File: config.mk
export PLATFORM = sky130hd
export DESIGN_NAME = sprite_table_arbiter
export DESIGN_NICKNAME = d
export VERILOG_FILES = /design/src/rtl/sprite_table_arbiter_pkg.sv /design/src/rtl/sprite_table_arbiter_picker.sv /design/src/rtl/sprite_table_arbiter.sv
export SDC_FILE = /design/constraint.sdc
export NUM_CORES = 1
export LEC_CHECK = 0
export ABC_AREA = 1
export BUFFER_PORTS_ARGS = -buffer_cell sky130_fd_sc_hd__buf_2
export CAP_MARGIN = 20
export CORE_ASPECT_RATIO = 0.7
export CORE_MARGIN = 10
export CORE_UTILIZATION = 25
export DETAILED_ROUTE_END_ITERATION = 10
export GPL_ROUTABILITY_DRIVEN = 0
export PLACE_DENSITY = 0.49
export SETUP_SLACK_MARGIN = 0.4
export SYNTH_ARGS = -nofsm -noshare
export SYNTH_HDL_FRONTEND = slang
export SYNTH_HIERARCHICAL = 1
export SYNTH_SLANG_ARGS = --single-unit
File: constraint.sdc
create_clock -name clk -period 1.97 [get_ports clk]
set_input_delay 0.0985 -clock clk [delete_from_list [all_inputs] [get_ports clk]]
set_output_delay 0.0985 -clock clk [all_outputs]
set_load 0.02 [all_outputs]
File: src/rtl/sprite_table_arbiter_pkg.sv
// Shared constants, requester IDs, FSM state type and entry field helpers
// for the sprite attribute table and its arbiter.
package sprite_table_arbiter_pkg;

    localparam int SPRITE_ADDR_W        = 5;
    localparam int SPRITE_DATA_W        = 20;
    localparam int SPRITE_WINDOW_CYCLES = 512;
    localparam int SPRITE_NUM_REQ       = 3;

    localparam int REQ_PLAYER = 0;
    localparam int REQ_ALIEN  = 1;
    localparam int REQ_BULLET = 2;

    localparam int X_LSB = 0;
    localparam int Y_LSB = 10;
    localparam int POS_W = 10;

    typedef enum logic {
        ST_CLOSED = 1'b0,
        ST_OPEN   = 1'b1
    } arb_state_e;

    function automatic logic [POS_W-1:0] sprite_x(input logic [SPRITE_DATA_W-1:0] entry);
        return entry[X_LSB +: POS_W];
    endfunction

    function automatic logic [POS_W-1:0] sprite_y(input logic [SPRITE_DATA_W-1:0] entry);
        return entry[Y_LSB +: POS_W];
    endfunction

    function automatic logic [SPRITE_DATA_W-1:0] sprite_pack(input logic [POS_W-1:0] y,
                                                             input logic [POS_W-1:0] x);
        return {y, x};
    endfunction

endpackage

File: src/rtl/sprite_table_arbiter_picker.sv
// rr_priority_picker: combinational round-robin one-hot picker; the first
// unmasked request at or after ptr wins, wrapping modulo N.
module rr_priority_picker #(
    parameter int N     = 3,
    parameter int PTR_W = 2
) (
    input  logic [N-1:0]     req,
    input  logic [N-1:0]     mask,
    input  logic [PTR_W-1:0] ptr,
    output logic [N-1:0]     win,
    output logic             valid
);

    logic [N-1:0] eligible;
    logic [N-1:0] rot;

    assign eligible = req & ~mask;
    // Rotate so that bit 0 of rot is the requester the pointer designates.
    assign rot = N'({eligible, eligible} >> ptr);

    // NOTE: every variable assigned in always_comb gets a default first, so
    // no path leaves it unassigned and no latch is inferred.
    always_comb begin
        int s;
        win   = '0;
        valid = 1'b0;
        s     = 0;
        for (int off = 0; off < N; off++) begin
            if (!valid && rot[off]) begin
                valid = 1'b1;
                s     = int'(ptr) + off;
                if (s >= N) s = s - N;
                win[PTR_W'(s)] = 1'b1;
            end
        end
    end

endmodule

File: src/rtl/sprite_table_arbiter.sv
// sprite_table_arbiter: scanner owns the sprite RAM outside the vblank update
// window; inside it, game requesters share it round-robin. Define ARB_STATS_EN for miss_cnt.
module sprite_table_arbiter
    import sprite_table_arbiter_pkg::*;
#(
    parameter int NUM_REQ       = SPRITE_NUM_REQ,
    parameter int ADDR_W        = SPRITE_ADDR_W,
    parameter int DATA_W        = SPRITE_DATA_W,
    parameter int WINDOW_CYCLES = SPRITE_WINDOW_CYCLES
) (
    input  logic                      clk,
    input  logic                      arst,
    input  logic                      update,
    input  logic                      scan_en,
    input  logic [ADDR_W-1:0]         scan_addr,
    output logic [DATA_W-1:0]         scan_rdata,
    input  logic [NUM_REQ-1:0]        req,
    input  logic [NUM_REQ-1:0]        req_we,
    input  logic [NUM_REQ*ADDR_W-1:0] req_addr,
    input  logic [NUM_REQ*DATA_W-1:0] req_wdata,
    output logic [NUM_REQ-1:0]        gnt,
    output logic [NUM_REQ-1:0]        rvalid,
    output logic [DATA_W-1:0]         rdata,
`ifdef ARB_STATS_EN
    output logic [7:0]                miss_cnt,
`endif
    output logic                      window_open,
    output logic                      mem_en,
    output logic                      mem_we,
    output logic [ADDR_W-1:0]         mem_addr,
    output logic [DATA_W-1:0]         mem_wdata,
    input  logic [DATA_W-1:0]         mem_rdata
);

    localparam int CNT_W = (WINDOW_CYCLES > 1) ? $clog2(WINDOW_CYCLES) : 1;
    localparam int PTR_W = (NUM_REQ > 1) ? $clog2(NUM_REQ) : 1;
    localparam logic [CNT_W-1:0] CNT_LOAD = CNT_W'(WINDOW_CYCLES - 1);

    arb_state_e          state;
    logic [CNT_W-1:0]    cnt;
    logic [PTR_W-1:0]    ptr;
    logic                gnt_we;
    logic [ADDR_W-1:0]   gnt_addr;
    logic [DATA_W-1:0]   gnt_wdata;
    logic [NUM_REQ-1:0]  win;
    logic                win_valid;
    logic [PTR_W-1:0]    win_idx;
    logic                pick;
    logic                closing;

    rr_priority_picker #(
        .N     (NUM_REQ),
        .PTR_W (PTR_W)
    ) u_picker (
        .req   (req),
        .mask  (gnt),
        .ptr   (ptr),
        .win   (win),
        .valid (win_valid)
    );

    always_comb begin
        win_idx = '0;
        for (int i = 0; i < NUM_REQ; i++) begin
            if (win[i]) win_idx = PTR_W'(i);
        end
    end

    // The final open cycle (cnt == 0) never picks, so no grant lands in a closed cycle.
    assign pick        = (state == ST_OPEN) && (cnt != '0) && win_valid;
    assign closing     = (state == ST_OPEN) && (cnt == '0) && !update;
    assign window_open = (state == ST_OPEN);

    // NOTE: sequential state uses non-blocking assignments only, so every
    // flop samples pre-edge values regardless of statement order.
    always_ff @(posedge clk or negedge arst) begin
        if (!arst) begin
            state     <= ST_CLOSED;
            cnt       <= '0;
            ptr       <= '0;
            gnt       <= '0;
            rvalid    <= '0;
            gnt_we    <= 1'b0;
            gnt_addr  <= '0;
            gnt_wdata <= '0;
        end else begin
            rvalid <= gnt_we ? '0 : gnt;
            gnt    <= '0;
            gnt_we <= 1'b0;
            case (state)
                ST_CLOSED: begin
                    if (update) begin
                        state <= ST_OPEN;
                        cnt   <= CNT_LOAD;
                    end
                end
                ST_OPEN: begin
                    if (update)       cnt   <= CNT_LOAD;
                    else if (closing) state <= ST_CLOSED;
                    else              cnt   <= cnt - 1'b1;
                    if (pick) begin
                        gnt       <= win;
                        gnt_we    <= req_we[win_idx];
                        gnt_addr  <= req_addr[int'(win_idx)*ADDR_W +: ADDR_W];
                        gnt_wdata <= req_wdata[int'(win_idx)*DATA_W +: DATA_W];
                        ptr       <= (win_idx == PTR_W'(NUM_REQ - 1)) ? '0 : win_idx + 1'b1;
                    end
                end
                default: state <= ST_CLOSED;
            endcase
        end
    end

    // An outstanding grant keeps the RAM even across the close; the scanner
    // only drives it while closed with nothing in flight.
    always_comb begin
        mem_en    = 1'b0;
        mem_we    = 1'b0;
        mem_addr  = scan_addr;
        mem_wdata = gnt_wdata;
        if (|gnt) begin
            mem_en   = 1'b1;
            mem_we   = gnt_we;
            mem_addr = gnt_addr;
        end else if (state == ST_CLOSED) begin
            mem_en = scan_en;
        end
    end

    assign scan_rdata = mem_rdata;
    assign rdata      = mem_rdata;

`ifdef ARB_STATS_EN
    logic [8:0] miss_sum;
    assign miss_sum = {1'b0, miss_cnt} + 9'($countones(req));

    always_ff @(posedge clk or negedge arst) begin
        if (!arst) begin
            miss_cnt <= '0;
        end else if ((state == ST_CLOSED) && update) begin
            miss_cnt <= '0;
        end else if (closing) begin
            miss_cnt <= miss_sum[8] ? 8'hFF : miss_sum[7:0];
        end
    end
`endif

endmodule

**After elaboration in Yosys (flattened, before gate mapping)**

Cells that the tools add are included.

- Add/subtract/negate cells: 7
- $mul: 2
- $lt $le $gt $ge: 10
- Eq/ne operators: 3
- Shift-type cells: 3
- Mux-type cells: 40
- Bitwise operators: 5
- Reductions and logical operators: 17

Operators with widths:

| kind | count |
|---|---|
| $shiftx A60 B8 Y20 | 1 |
| $mux W9 | 3 |
| $mux W3 | 6 |
| $pmux W9 S2 | 1 |
| $mux W1 | 16 |
| $mux W2 | 8 |
| $shiftx A15 B6 Y5 | 1 |
| $lt A2 B4 Y1 const B | 3 |
| $mul A2 B3 Y5 const B | 2 |
| $logic_and A1 B1 Y1 | 9 |
| $logic_not A9 Y1 | 1 |
| $reduce_bool A9 Y1 | 1 |
| $sub A9 B1 Y9 const B | 1 |
| $demux W1 S2 | 3 |
| $ge A2 B1 Y1 const B | 3 |
| $ge A3 B2 Y1 const B | 2 |
| $or A3 B3 Y3 | 2 |
| $shr A6 B2 Y3 | 1 |
| $mux W5 | 1 |
| $reduce_and A2 Y1 | 2 |
| $sub A2 B1 Y2 const B | 2 |
| $add A2 B1 Y3 const B | 1 |
| $add A2 B2 Y3 const B | 1 |
| $and A3 B3 Y3 | 1 |
| 13 further kinds | 15 |

- Register bits after elaboration: 44
- Input port bits: 110
- Output and inout bits: 74
- Logic and storage cells: 95

**Depth between registers and ports, before layout**

- Depth in word-level cells: 22
- Gate-level depth with buffers: 16
- Gate-level depth less buffers: 15

**Cells and area by module**

Netlist, hierarchy kept.

Modules (own cells, without submodules):

| module | instances | cells each | area each (um^2) | seq. area each (um^2) |
|---|---|---|---|---|
| sprite_table_arbiter | 1 | 390 | 2748.9 | 1101.1 |
| rr_priority_picker | 1 | 46 | 257.7 | 0.0 |

**Worst setup path before layout**

No wires, ideal clock.

- Path type: register to register
- Start: register gnt[1]
- End: register gnt_we
- Setup time: 0.077 ns
- Arrival time: 1.870 ns
- Data required time: 1.893 ns
- Setup slack: 0.022 ns
- Cell stages (with the launch flop): 10
- Buffers on the path: 2
- Period minus slack after synthesis: 1.948 ns
- Path through: dfrtp_1 -> inv_1 -> nand3_1 -> nand3_2 -> nand2_2 -> nor3b_1 -> buf_4 -> clkbuf_1 -> a22oi_1 -> a21oi_1

- Elaborated cells between the ends (all ways): 22
- Those cells by class: 1 x shift; 12 x mux; 4 x bitwise; 5 x reduce/logical

RTL lines:

| what | line | source |
|---|---|---|
| start, declared | sprite_table_arbiter.sv:21 | `output logic [NUM_REQ-1:0] gnt,` |
| start signal, assigned | sprite_table_arbiter.sv:102 | `gnt <= win;` |
| $not A3 Y3 * | sprite_table_arbiter_picker.sv:17 | `assign eligible = req & ~mask;` |
| $and A3 B3 Y3 * | sprite_table_arbiter_picker.sv:17 |  |
| $shr A6 B2 Y3 * | sprite_table_arbiter_picker.sv:19 | `assign rot = N'({eligible, eligible} >> ptr);` |
| $mux W1 | sprite_table_arbiter_picker.sv:29 | `if (!valid && rot[off]) begin` |
| $logic_not A1 Y1 | sprite_table_arbiter_picker.sv:29 |  |
| $logic_and A1 B1 Y1 | sprite_table_arbiter_picker.sv:29 |  |
| $mux W1 | sprite_table_arbiter_picker.sv:29 |  |
| $logic_not A1 Y1 | sprite_table_arbiter_picker.sv:29 |  |
| $logic_and A1 B1 Y1 | sprite_table_arbiter_picker.sv:29 |  |
| $mux W3 * | sprite_table_arbiter_picker.sv:29 |  |
| named net win[2] | sprite_table_arbiter.sv:45 | `logic [NUM_REQ-1:0] win;` |
| $mux W2 * | sprite_table_arbiter.sv:65 | `if (win[i]) win_idx = PTR_W'(i);` |
| $bmux W1 S2 * | sprite_table_arbiter.sv:103 | `gnt_we <= req_we[win_idx];` |
| $mux W1 (implied by the code) * | sprite_table_arbiter.sv:103 |  |
| $mux W1 * | sprite_table_arbiter.sv:101 | `if (pick) begin` |
| $mux W1 * | sprite_table_arbiter.sv:90 | `case (state)` |
| end signal, assigned | sprite_table_arbiter.sv:103 |  |
| end, declared | sprite_table_arbiter.sv:42 | `logic gnt_we;` |

Mark *: on every way through the listed nets, which the timed path passes. The rest lies on a longest branch. The select of a mux whose other input is x is not followed.
A chain may end at the register's enable or synchronous reset.

**Final worst setup path**

- Start: register ptr[0]
- End: register gnt_addr[2]

- Cells in the longest elaborated chain, start to end: 16
- Elaborated cells between the ends (all ways): 48
- Those cells by class: 5 x add/sub; 1 x mul; 9 x order compare; 2 x shift; 20 x mux; 2 x bitwise; 9 x reduce/logical

RTL lines:

| what | line | source |
|---|---|---|
| start, declared | sprite_table_arbiter.sv:41 | `logic [PTR_W-1:0] ptr;` |
| start signal, assigned | sprite_table_arbiter.sv:106 | `ptr <= (win_idx == PTR_W'(NUM_REQ - 1)) ? '0 : win_idx + 1'b1;` |
| $add A2 B1 Y3 (tied with other cells) | sprite_table_arbiter_picker.sv:31 | `s = int'(ptr) + off;` |
| $ge A3 B2 Y1 (tied with other cells) | sprite_table_arbiter_picker.sv:32 | `if (s >= N) s = s - N;` |
| $mux W2 (on tied branches) | sprite_table_arbiter_picker.sv:32, sprite_table_arbiter_picker.sv:29 |  |
| $mux W2 (tied with other cells) | sprite_table_arbiter_picker.sv:29 |  |
| $lt A2 B4 Y1 (implied by the code) (tied with other cells) | sprite_table_arbiter_picker.sv:33 | `win[PTR_W'(s)] = 1'b1;` |
| $logic_and A1 B1 Y1 (implied by the code) or $mux W1 (tied branches) | sprite_table_arbiter_picker.sv:33 |  |
| $mux W1 (implied by the code) or $demux W1 S2 (tied branches) | -- |  |
| $demux W1 S2 or $mux W3 (tied branches) | -- |  |
| $or A3 B3 Y3 (no line) | -- |  |
| $mux W3 | sprite_table_arbiter_picker.sv:29 |  |
| $or A3 B3 Y3 (no line) | -- |  |
| $mux W3 * | sprite_table_arbiter_picker.sv:29 |  |
| named net win[1] | sprite_table_arbiter.sv:45 |  |
| $mux W1 * | sprite_table_arbiter.sv:65 |  |
| $mux W2 * | sprite_table_arbiter.sv:65 |  |
| $mul A2 B3 Y5 * | sprite_table_arbiter.sv:104 | `gnt_addr <= req_addr[int'(win_idx)*ADDR_W +: ADDR_W];` |
| $shiftx A15 B6 Y5 * | sprite_table_arbiter.sv:104 |  |
| end signal, assigned | sprite_table_arbiter.sv:104 |  |
| end, declared | sprite_table_arbiter.sv:43 | `logic [ADDR_W-1:0] gnt_addr;` |

Marked as above.

==> impl_metrics.tcl <==
set metrics [dict create \
    period_minus_slack_ps 1979 \
    synth-xor-area-share_pct 0 \
    syn_nets 551 \
    final_area_mm2 0.004185 \
    cp_slowest_cell "dfrtp_2" \
    place_inst 675 \
    n_antenna_cell 0 \
    clockBufferDepth 2 \
    initial_core_util_pct 25.64 \
    final_common_cell "nand2_1" \
    io_buffers 123 \
    tritoncts "yes" \
    min_path_cells 3 \
    synth_seq_cells 44 \
    clockPowerShare_pct 10.9 \
    instances_no_fill 703 \
    layout_common_cells "196 x nand2_1, 118 x buf_2, 46 x nand3_1, 39 x dfrtp_1, 16 x inv_1" \
    drt_iter0_markers 135 \
    synth_cells 436 \
    synthSimpleGateAreaFrac_pct 43.86 \
    internal-power_w 0.003999 \
    h-tree-depth 2 \
    core_area_mm2 0.01173 \
    clk_pin_slew_ps 60 \
    clock-sinks 44 \
    path_common_cell "nand2_1" \
    setup_ws_ps -9.484 \
    wl_per_cell_um 15.37 \
    drc 0 \
    synth_top_family_by_area "simple AND/OR/NAND/NOR gates" \
    period_share_pct 100.5 \
    synth_area_per_cell_um2 6.896 \
    ys_seq_area_share_pct 36.62 \
    power.density_mw_per_mm2 1793 \
    dp_slack_ps -242.2 \
    fp.dieArea_mm2 0.01688 \
    required_ps 2190 \
    slowest_delay_ps 460 \
    muxShareOfSynthArea_pct 0 \
    grt_max_degree 28 \
    violations "negative setup slack" \
    ys_types 26 \
    drv_slew 0 \
    critPathMaxFanout 6 \
    dpl_cell_area_mm2 0.003590 \
    rr_worst_depth 17 \
    grt_pass1_wl_mm 16.70 \
    hp-class "input pin to flip-flop" \
    nNetsFinal 660 \
    crit_family "simple AND/OR/NAND/NOR gates" \
    vias 3060 \
    setup_viol 5 \
    rrSetupSlack_ps -9 \
    grt_overflow 0 \
    postRouteAntennaNets 0 \
    cp-end-kind "flip-flop" \
    timing.final.hold_violations 0 \
    critPathArrivalTime_ps 2200 \
    fin_worst_skew_ps 6.274 \
    outcome "complete, but fails checks" \
    drt_wl_total_mm 10.80 \
    clk_latency_ps 290 \
    p_comb_share_pct 69.0 \
    drv_cap 0 \
    cp.depth 17 \
    first_global_vias 3366 \
    synth_compound_area_share_pct 0.8739 \
    die_width_um 151.1 \
    critPathKind "flip-flop to flip-flop" \
    crit_chain "inv_4, nand3_4, nand2_1, nand2_1, nand2_2, nand3_2, nand2_1, inv_1, nand2_4, inv_2, nor2_4, buf_12, buf_12, nand2_1, nand3_1, nand2_1, nand2_1" \
    ctsRootBufferMaster "clkbuf_16" \
    hpwl_mm 7.458 \
    io_pins 184 \
    fp.dieH_um 111.8 \
    area_delta_synth_final_pct 39.20 \
    seq_power_share_pct 20.1 \
    syn_area_mm2 0.003007 \
    synth_fa_ha_area_share_pct 2.081 \
    path_buf_inv 5 \
    switchingPower_w 0.003507 \
    fill_cells 1275 \
    tightest_slew_ps 678.7 \
    ys_warn_count 6 \
    track_usage_pct 12.32 \
    rows 33 \
    post_drt_via_cell_ratio 4.353 \
    numCtsBuffers 5 \
    maxSlewHeadroom_pct 54.75 \
    critPathLaunchType "flip-flop" \
    holdWs_ps 83.01 \
    timing.fmax_mhz 505.2 \
    sw_frac_of_total_pct 46.72 \
    vdd_drop_max_mv 0.7035 \
    postLayoutCoreUtil_pct 35.69 \
    p_leak_nw 2.270 \
    first_pass_iters 4 \
    antenna_found_initial 0 \
    drive_gt1_share_pct 40.11 \
    rsz0062_at_grt "true" \
]
## metal layers
layer  part of all wire, %  vias to the layer above  track usage (%)
li1                      -                     1539                -
met2                    45                      117            18.94
met5                     0                        -                0
met4                   1.3                        0            3.647
met1                    45                     1392            15.15
met3                   8.1                       12            5.542
## flip-flops by register name, summed over array words and instances, names as in the netlist
register     cells
window_open      1
mem_wdata       20
gnt              3
rvalid           3
ptr              2
gnt_we           1
cnt              9
gnt_addr         5
## power groups by stage
stage	combinational, W	sequential (W)	clock (W)
detailed placement	0.00378	0.00151	0
finish	0.00518	0.00151	0.000819
global route	0.00570	0.00155	0.000889
global placement	0.00371	0.00152	0
floorplan	0.00247	0.00179	0
CTS	0.00474	0.00151	0.000857
## worst min-delay path: stages
cell and delay, ps:
buf_2 100, nand2_1 70, a21oi_2 60
## metrics by stage
stage	power [W]	setup TNS, ps
after floorplan	0.004251	0
after global placement	0.005231	-1954
after detailed placement	0.005297	-4843
after CTS	0.007112	0
after global routing	0.008146	-2213
final	0.007506	-30.11
## logic make-up (layout without fill, tap and decap cells)
group / count (synthesis) / in the layout
adder cells (fa/ha/maj): 5 / 5
flip-flops: 44 / 44
buffers and inverters: 82 / 191
AND/OR/NAND/NOR: 301 / 302
AO/OA/AOI/OAI: 4 / 4
## timing repair
action,CTS,global route
gates cloned,2,2
hold endpoints to repair,25,0
setup endpoints to repair,43,42
hold buffers,1,0
buffers inserted,15,0
resized for setup,18,35
pin swaps,9,6
## synth_stat cells, drive strengths merged
library cell	count	area share [%]
ha	5	2.1
inv	28	3.6
nand2	216	28
or2	1	0.21
nand4	6	1.2
a21oi	1	0.17
a32oi	1	0.29
buf	52	13
dfrtp	44	37
clkbuf	2	0.25
nor2	17	3.0
nor3b	1	0.25
a22oi	1	0.25
nor3	1	0.33
o21ai	1	0.17
nand3	59	11
## path summary, 6_finish.rpt
check | from | to
min | req_we[1] | gnt_we
min reg2reg | gnt_addr[2] | gnt_addr[2]
max | ptr[0] | gnt_addr[2]
min in group asynchronous | arst | rvalid[0]
max reg2reg | ptr[0] | gnt_addr[2]
max in group asynchronous | arst | mem_wdata[13]
## area by class of cell
class / count / area (um^2) / area share [%]
Multi-Input combinational cell: 311 / 1568 / 37.46
Sequential cell: 44 / 1107 / 26.46
Timing Repair Buffer: 155 / 1064 / 25.41
Tap cell: 157 / 196.4 / 4.694
Clock buffer: 7 / 132.6 / 3.169
Inverter: 28 / 112.6 / 2.691
Clock inverter: 1 / 5.005 / 0.1196
No activity file was read; power rests on OpenSTA's default activity.
